## config.mk

```make
export PLATFORM = sky130hd
export DESIGN_NAME = redmule_tile_ifetch_axi_master
export DESIGN_NICKNAME = d
export VERILOG_FILES = /design/src/rtl/redmule_tile_ifetch_axi_master.sv
export SDC_FILE = /design/constraint.sdc
export NUM_CORES = 1
export LEC_CHECK = 0
export CORE_MARGIN = 4
export CORE_UTILIZATION = 24
export DETAILED_ROUTE_END_ITERATION = 8
export PLACE_DENSITY_LB_ADDON = 0.12
export SLEW_MARGIN = 20
export SYNTH_ARGS = -nofsm -noshare
export SYNTH_HDL_FRONTEND = slang
export SYNTH_SLANG_ARGS = --single-unit
```

## constraint.sdc

```tcl
create_clock -name clk_i -period 4.8 [get_ports clk_i]
set_input_delay 0.48 -clock clk_i [delete_from_list [all_inputs] [get_ports clk_i]]
set_output_delay 0.48 -clock clk_i [all_outputs]
set_load 0.01 [all_outputs]
```

## src/rtl/redmule_tile_ifetch_axi_master.sv

```systemverilog
// Instruction-fetch OBI-to-AXI4 read initiator: single-beat reads, bounded outstanding, in-order responses.
// Optional REDMULE_TILE_IFETCH_ALIGN_CHECK_EN: misaligned fetches answered locally with an error.
package redmule_tile_pkg;
    localparam int unsigned ADDR_W = 32;
    localparam int unsigned DATA_W = 64;
    localparam int unsigned ID_W   = 4;

    typedef struct packed {
        logic [ID_W-1:0]   id;
        logic [ADDR_W-1:0] addr;
        logic [7:0]        len;
        logic [2:0]        size;
        logic [1:0]        burst;
        logic              lock;
        logic [3:0]        cache;
        logic [2:0]        prot;
        logic [3:0]        qos;
        logic [3:0]        region;
    } ax_chan_t;

    typedef struct packed {
        logic [DATA_W-1:0]   data;
        logic [DATA_W/8-1:0] strb;
        logic                last;
    } w_chan_t;

    typedef struct packed {
        logic [ID_W-1:0] id;
        logic [1:0]      resp;
    } b_chan_t;

    typedef struct packed {
        logic [ID_W-1:0]   id;
        logic [DATA_W-1:0] data;
        logic [1:0]        resp;
        logic              last;
    } r_chan_t;

    typedef struct packed {
        ax_chan_t aw;
        logic     aw_valid;
        w_chan_t  w;
        logic     w_valid;
        logic     b_ready;
        ax_chan_t ar;
        logic     ar_valid;
        logic     r_ready;
    } core_instr_req_t;

    typedef struct packed {
        logic    aw_ready;
        logic    w_ready;
        b_chan_t b;
        logic    b_valid;
        logic    ar_ready;
        r_chan_t r;
        logic    r_valid;
    } core_instr_rsp_t;
endpackage

module redmule_tile_ifetch_axi_master #(
    parameter int unsigned ADDR_W          = redmule_tile_pkg::ADDR_W,
    parameter int unsigned DATA_W          = redmule_tile_pkg::DATA_W,
    parameter int unsigned MAX_OUTSTANDING = 2
) (
    input  logic                              clk_i,
    input  logic                              rst_ni,
    input  logic                              instr_req_i,
    input  logic [ADDR_W-1:0]                 instr_addr_i,
    output logic                              instr_gnt_o,
    output logic                              instr_rvalid_o,
    output logic [31:0]                       instr_rdata_o,
    output logic                              instr_err_o,
    output redmule_tile_pkg::core_instr_req_t axi_req_o,
    input  redmule_tile_pkg::core_instr_rsp_t axi_rsp_i
);
    localparam int unsigned NLANES = DATA_W / 32;
    localparam int unsigned LANE_W = (NLANES > 1) ? $clog2(NLANES) : 1;
    localparam int unsigned CNT_W  = $clog2(MAX_OUTSTANDING + 1);
    localparam int unsigned PTR_W  = (MAX_OUTSTANDING > 1) ? $clog2(MAX_OUTSTANDING) : 1;

    logic              ar_valid_q;
    logic [ADDR_W-1:0] ar_addr_q;
    logic [CNT_W-1:0]  cnt_q;
    logic [LANE_W-1:0] lane_fifo_q [MAX_OUTSTANDING];
    logic [PTR_W-1:0]  wr_ptr_q, rd_ptr_q, wr_ptr_nxt, rd_ptr_nxt;
    logic              rvalid_q, err_q;
    logic [31:0]       rdata_q;

    logic              slot_free, room, gnt_axi, gnt_mis, r_accept;
    logic [LANE_W-1:0] lane_in, lane_head;

    assign slot_free = !ar_valid_q || axi_rsp_i.ar_ready;
    assign room      = cnt_q < CNT_W'(MAX_OUTSTANDING);
    assign r_accept  = axi_rsp_i.r_valid && (cnt_q != '0);
    assign lane_in   = LANE_W'((instr_addr_i >> 2) % NLANES);
    assign lane_head = lane_fifo_q[rd_ptr_q];

`ifdef REDMULE_TILE_IFETCH_ALIGN_CHECK_EN
    logic misaligned;
    assign misaligned = |instr_addr_i[1:0];
    assign gnt_axi    = instr_req_i && !misaligned && slot_free && room;
    // Local error answers only when the AXI side is fully idle, keeping responses in order.
    assign gnt_mis    = instr_req_i && misaligned && (cnt_q == '0) && !ar_valid_q;
`else
    assign gnt_axi    = instr_req_i && slot_free && room;
    assign gnt_mis    = 1'b0;
`endif

    assign instr_gnt_o    = gnt_axi || gnt_mis;
    assign instr_rvalid_o = rvalid_q;
    assign instr_rdata_o  = rdata_q;
    assign instr_err_o    = err_q;

    assign wr_ptr_nxt = (wr_ptr_q == PTR_W'(MAX_OUTSTANDING - 1)) ? '0 : wr_ptr_q + 1'b1;
    assign rd_ptr_nxt = (rd_ptr_q == PTR_W'(MAX_OUTSTANDING - 1)) ? '0 : rd_ptr_q + 1'b1;

    always_ff @(posedge clk_i or negedge rst_ni) begin
        if (!rst_ni) begin
            ar_valid_q <= 1'b0;
            ar_addr_q  <= '0;
            cnt_q      <= '0;
            wr_ptr_q   <= '0;
            rd_ptr_q   <= '0;
            rvalid_q   <= 1'b0;
            rdata_q    <= '0;
            err_q      <= 1'b0;
            for (int i = 0; i < int'(MAX_OUTSTANDING); i++) lane_fifo_q[i] <= '0;
        end else begin
            if (gnt_axi) begin
                ar_valid_q <= 1'b1;
                ar_addr_q  <= {instr_addr_i[ADDR_W-1:2], 2'b00};
                lane_fifo_q[wr_ptr_q] <= lane_in;
                wr_ptr_q   <= wr_ptr_nxt;
            end else if (axi_rsp_i.ar_ready) begin
                ar_valid_q <= 1'b0;
            end
            if (r_accept) rd_ptr_q <= rd_ptr_nxt;
            case ({gnt_axi, r_accept})
                2'b10:   cnt_q <= cnt_q + 1'b1;
                2'b01:   cnt_q <= cnt_q - 1'b1;
                default: cnt_q <= cnt_q;
            endcase
            rvalid_q <= r_accept || gnt_mis;
            if (r_accept) begin
                rdata_q <= axi_rsp_i.r.data[32*lane_head +: 32];
                err_q   <= axi_rsp_i.r.resp[1];
            end else if (gnt_mis) begin
                rdata_q <= '0;
                err_q   <= 1'b1;
            end
        end
    end

    always_comb begin
        axi_req_o             = '0;
        axi_req_o.ar.addr     = ar_addr_q;
        axi_req_o.ar.size     = 3'd2;
        axi_req_o.ar.burst    = 2'b01;
        axi_req_o.ar.prot     = 3'b100;
        axi_req_o.ar_valid    = ar_valid_q;
        axi_req_o.b_ready     = 1'b1;
        axi_req_o.r_ready     = 1'b1;
    end

    logic unused_rsp;
    assign unused_rsp = ^{axi_rsp_i.aw_ready, axi_rsp_i.w_ready, axi_rsp_i.b, axi_rsp_i.b_valid,
                          axi_rsp_i.r.resp[0], axi_rsp_i.r.last, axi_rsp_i.r.id, instr_addr_i[1:0]};

`ifndef SYNTHESIS
    a_r_without_outstanding: assert property (@(posedge clk_i) disable iff (!rst_ni)
        axi_rsp_i.r_valid |-> cnt_q != '0);
    a_r_last: assert property (@(posedge clk_i) disable iff (!rst_ni)
        axi_rsp_i.r_valid |-> axi_rsp_i.r.last);
    a_r_id: assert property (@(posedge clk_i) disable iff (!rst_ni)
        axi_rsp_i.r_valid |-> axi_rsp_i.r.id == '0);
`endif
endmodule

```

### After elaboration in Yosys (flattened, before gate mapping)

Cells that the tools add are included.

* bits in registers: 71
* bits in latches: 0
* memory bits (writable): 0
* bits in read-only memories: 0
* input port bits: 117
* output and inout port bits: 243
* word-level logic and storage cells: 43
* memories kept: 0

* $add $sub $neg: 4
* multiply operators: 0
* div/mod/pow operators: 0
* magnitude comparators: 4
* eq/ne operators: 2
* shifts and indexed selects: 1
* multiplexer cells: 11
* bitwise operators: 2
* reduce and logical (&&, ||, !) cells: 9

Operators by type and width (number)
* $shiftx 64x7->32: 1
* $mux 1: 8
* $reduce_bool 2->1: 3
* $ge 2x2->1 const B: 2
* $logic_and 1x1->1: 4
* $not 1->2: 2
* $pmux 2 s2: 1
* $add 1x1->1 const B: 2
* $add 2x1->2 const B: 1
* $bwmux 2: 1
* $eq 2x1->1 const B: 1
* $eq 2x2->1 const B: 1
* $lt 2x1->1 const B: 1
* $lt 2x2->1 const B: 1
* $sub 2x1->2 const B: 1
* $demux 1 s1: 1
* $logic_not 1->1: 1
* $logic_or 1x1->1: 1

### Longest topological paths before layout

* word-level depth: 6
* depth in mapped cells: 8
* depth with buffers taken out: 7

### Worst setup path after synthesis

Ideal clock, no wire load.

* path kind: in2reg
* start point: in axi_rsp_i[72] (netlist bit)
* end point: reg cnt_q[1]
* setup time: 0.079 ns
* arrival: 1.663 ns
* data required time: 4.721 ns
* path slack: 3.057 ns
* cell stages on the path: 7
* buffers on the path: 1
* cell sequence: and2b_1 -> nor2_4 -> buf_6 -> inv_1 -> ha_1 -> nor2_1 -> xor2_1

* longest elaborated chain between the ends: 5
* elaborated cells on any way between the ends: 7
* classes of those cells: eq/ne (2); mux (1); reduce/logical (4)

RTL lines
* start, declared: line 75 `input redmule_tile_pkg::core_instr_rsp_t axi_rsp_i`
* $logic_or 1x1->1 *: line 93 `assign slot_free = !ar_valid_q || axi_rsp_i.ar_ready;`
* $logic_and 1x1->1 * (2 in series): line 106 `assign gnt_axi = instr_req_i && slot_free && room;`
* named net instr_gnt_o: line 70 `output logic instr_gnt_o,`
* $eq 2x1->1 / $eq 2x2->1 (equally long branches): line 139 `case ({gnt_axi, r_accept})`
* $pmux 2 s2 / $reduce_bool 2->1 (equally long branches)
* end signal, assigned: line 140 `2'b10: cnt_q <= cnt_q + 1'b1;`
* end signal, assigned: line 141 `2'b01: cnt_q <= cnt_q - 1'b1;`
* end signal, assigned: line 142 `default: cnt_q <= cnt_q;`
* end, declared: line 84 `logic [CNT_W-1:0] cnt_q;`

The timed path passes the listed nets; every way through them passes the cells marked *.
A chain may end at the register's enable or synchronous reset.

### Worst setup path after layout

* start point: in axi_rsp_i[72] (netlist bit)
* end point: out instr_gnt_o

* longest elaborated chain between the ends: 3

RTL lines (line)
* $logic_or 1x1->1: 93
* $logic_and 1x1->1 (2 in series): 106
* end, declared: 70

Every way passes these cells.

==> out/qor.yml <==
cts:
  insertion_delay_ps: 340
  cts-resized-gates: 0
  path_clk_slew_ps: 60
  cts_buffers: 9
  post_cts_buffers: 0
  cts_tree: "built"
  postCtsHoldBufs: 0
  cts_root_buffer: "clkbuf_16"
  cts.path.max_buffers: 2
  htreeDepth: 3
  clock-sinks: 71
critical_path:
  path_class: "in -> out"
  r2r_slack_ps: 2750
  r2r_cells: 3
  worstPathMaxFanout: 4
  r2r_end: "instr_err_o"
  cp.arrival_ps: 1850
  rr_startpoint: "cnt_q[0]"
  end_kind: "primary output"
  cp-start-kind: "primary input"
  worstPathRequired_ps: 4320
global_routing:
  gr-total-overflow: 0
  antenna_found_initial: 0
  grt_pass1_vias: 2650
  grt_max_degree: 72
  grt_pass1_wl_um: 14700
  grt_usage_pct: 9.45
final_layout:
  antenna_cells: 0
  final_common_cell: "conb_1"
  drive_gt1_share_pct: 9.34
  nets: 691
  area_growth_syn_to_layout_pct: 35.0
  final_cell_mix: "177 x conb_1, 164 x clkdlybuf4s50_1, 71 x dfrtp_1"
  finalCoreUtilization_pct: 33.4
place:
  place.gp.congestion: 0.694
  io_buffers: 165
  hpwl_um: 8040
routing:
  vias: 2758
  drc: 0
  antenna_left: 0
  via_per_inst: 3.43
  dr.first_iter.drc_count: 36
  drt-total-wl_um: 10400
  wire_per_inst_um: 13.0
  dr.pass1.iters: 4
timing:
  rsz0062_at_grt: "no"
  tns_ps: 0
  setup_viol: 0
  finClkSkew_ps: 5.84
  min_period_ps: 2330
  drv_slew: 0
  worstMarginPinSlew_ps: 784
  maxSlewHeadroom_pct: 47.5
  period_share_pct: 48.6
  finalHoldViolCount: 0
  fmax_mhz: 429
power:
  total_power_mw: 3.42
  power_leakage_nw: 2.75
  p_per_area_nw_per_um2: 583
  peakVddDrop_mv: 0.242
floorplan:
  dieWidth_um: 143
  rows: 48
  ios: 360
  die_area_um2: 20300
  die_y_um: 143
  initial_utilization_pct: 24.8
  core-area_um2: 17500
yosys:
  synth_area_leaders: "dfrtp_1 41%, buf_4 31%, mux2_2 8.0%, mux2i_1 7.4%, o21ai_1 3.6%"
  yosysWarnings: 0
  synth_top_area_cell: "dfrtp_1"
  yosysUniqueCellTypes: 24
  synthesis.instances: 410
  synth-seq-cells: 71
  synth_top_area_share_pct: 40.9
  seq_area_frac_synth_pct: 40.9
  syn_area_um2: 4340
  avgSynthCellArea_um2: 10.6
worst_hold_path:
  hp-class: "in -> async"
status:
  status: "completed"
flow_run:
  maxCapViolCount: 0
## layout make-up
| class | count | area, um2 |
|---|---|---|
| Timing Repair Buffer | 168 | 1680 |
| Multi-Input combinational cell | 321 | 1780 |
| Tap cell | 225 | 282 |
| Clock buffer | 12 | 267 |
| Inverter | 2 | 7.51 |
| Sequential cell | 71 | 1780 |
| Fill cell | 1779 | 11700 |
| Clock inverter | 4 | 76.3 |
## worst max path at each step
| stage | start | to | slack, ps | cells after the start |
|---|---|---|---|---|
| floorplan | axi_rsp_i[72] | cnt_q[1] | 3060 | 7 |
| global placement | axi_rsp_i[72] | cnt_q[1] | 2270 | 8 |
| detailed placement | axi_rsp_i[72] | cnt_q[1] | 2280 | 8 |
| CTS | axi_rsp_i[72] | instr_gnt_o | 2460 | 4 |
| global route | axi_rsp_i[72] | instr_gnt_o | 2440 | 4 |
| finish | axi_rsp_i[72] | instr_gnt_o | 2470 | 4 |
## synth_stat cells (all sizes together)
master	n
and2b	1
ha	1
clkbuf	2
inv	2
conb	2
nand2b	2
nor3	1
xnor2	3
nor2	2
dfrtp	71
nand2	32
o21ai	33
nor3b	1
mux2i	33
mux2	33
buf	189
xor2	2
## cell families after synthesis
kind of cell	count (synthesis)	share of synthesized area (%)
simple gates	39	3.86
other cells	2	0.173
xor+xnor	5	1.01
compound gates	33	3.80
fa+ha+maj	1	0.288
buf+inv	193	33.5
mux	66	16.5
flops	71	40.9
## critical path: stages
cell	delay, ps
clkdlybuf4s50_1	440
and2b_1	230
nor2_4	120
clkdlybuf4s50_1	570
## stage by stage
stage                     setup slack [ps]  instance area, um2  instances  hold slack, ps
after detailed placement              2280                5520        787             473
after floorplan                       3060                5000        585             184
after CTS                             2460                5860        803             349
after global placement                2270                5520        787             462
after global routing                  2440                5860        803             232
final                                 2470                5860        803             169
## registers in the layout, indices dropped and copies added (netlist names)
name / cells
ar_addr_q: 30
instr_rdata_o: 32
instr_err_o: 1
rd_ptr_q: 1
instr_rvalid_o: 1
lane_fifo_q: 2
ar_valid_q: 1
wr_ptr_q: 1
cnt_q: 2
## where the power goes
group	switching (mW)	internal [mW]
clock network	0.270	0.499
registers	0.164	0.898
logic	0.709	0.878
## per-layer routing
| metal | global-route usage [%] | vias up | part of all wire [%] |
|---|---|---|---|
| li1 | - | 1301 | - |
| met1 | 9.92 | 1267 | 33 |
| met2 | 16.7 | 180 | 54 |
| met3 | 3.49 | 10 | 12 |
| met4 | 4.50 | 0 | 1.7 |
| met5 | 0 | - | 0 |
Note: power is estimated with default switching activity, not from simulation.
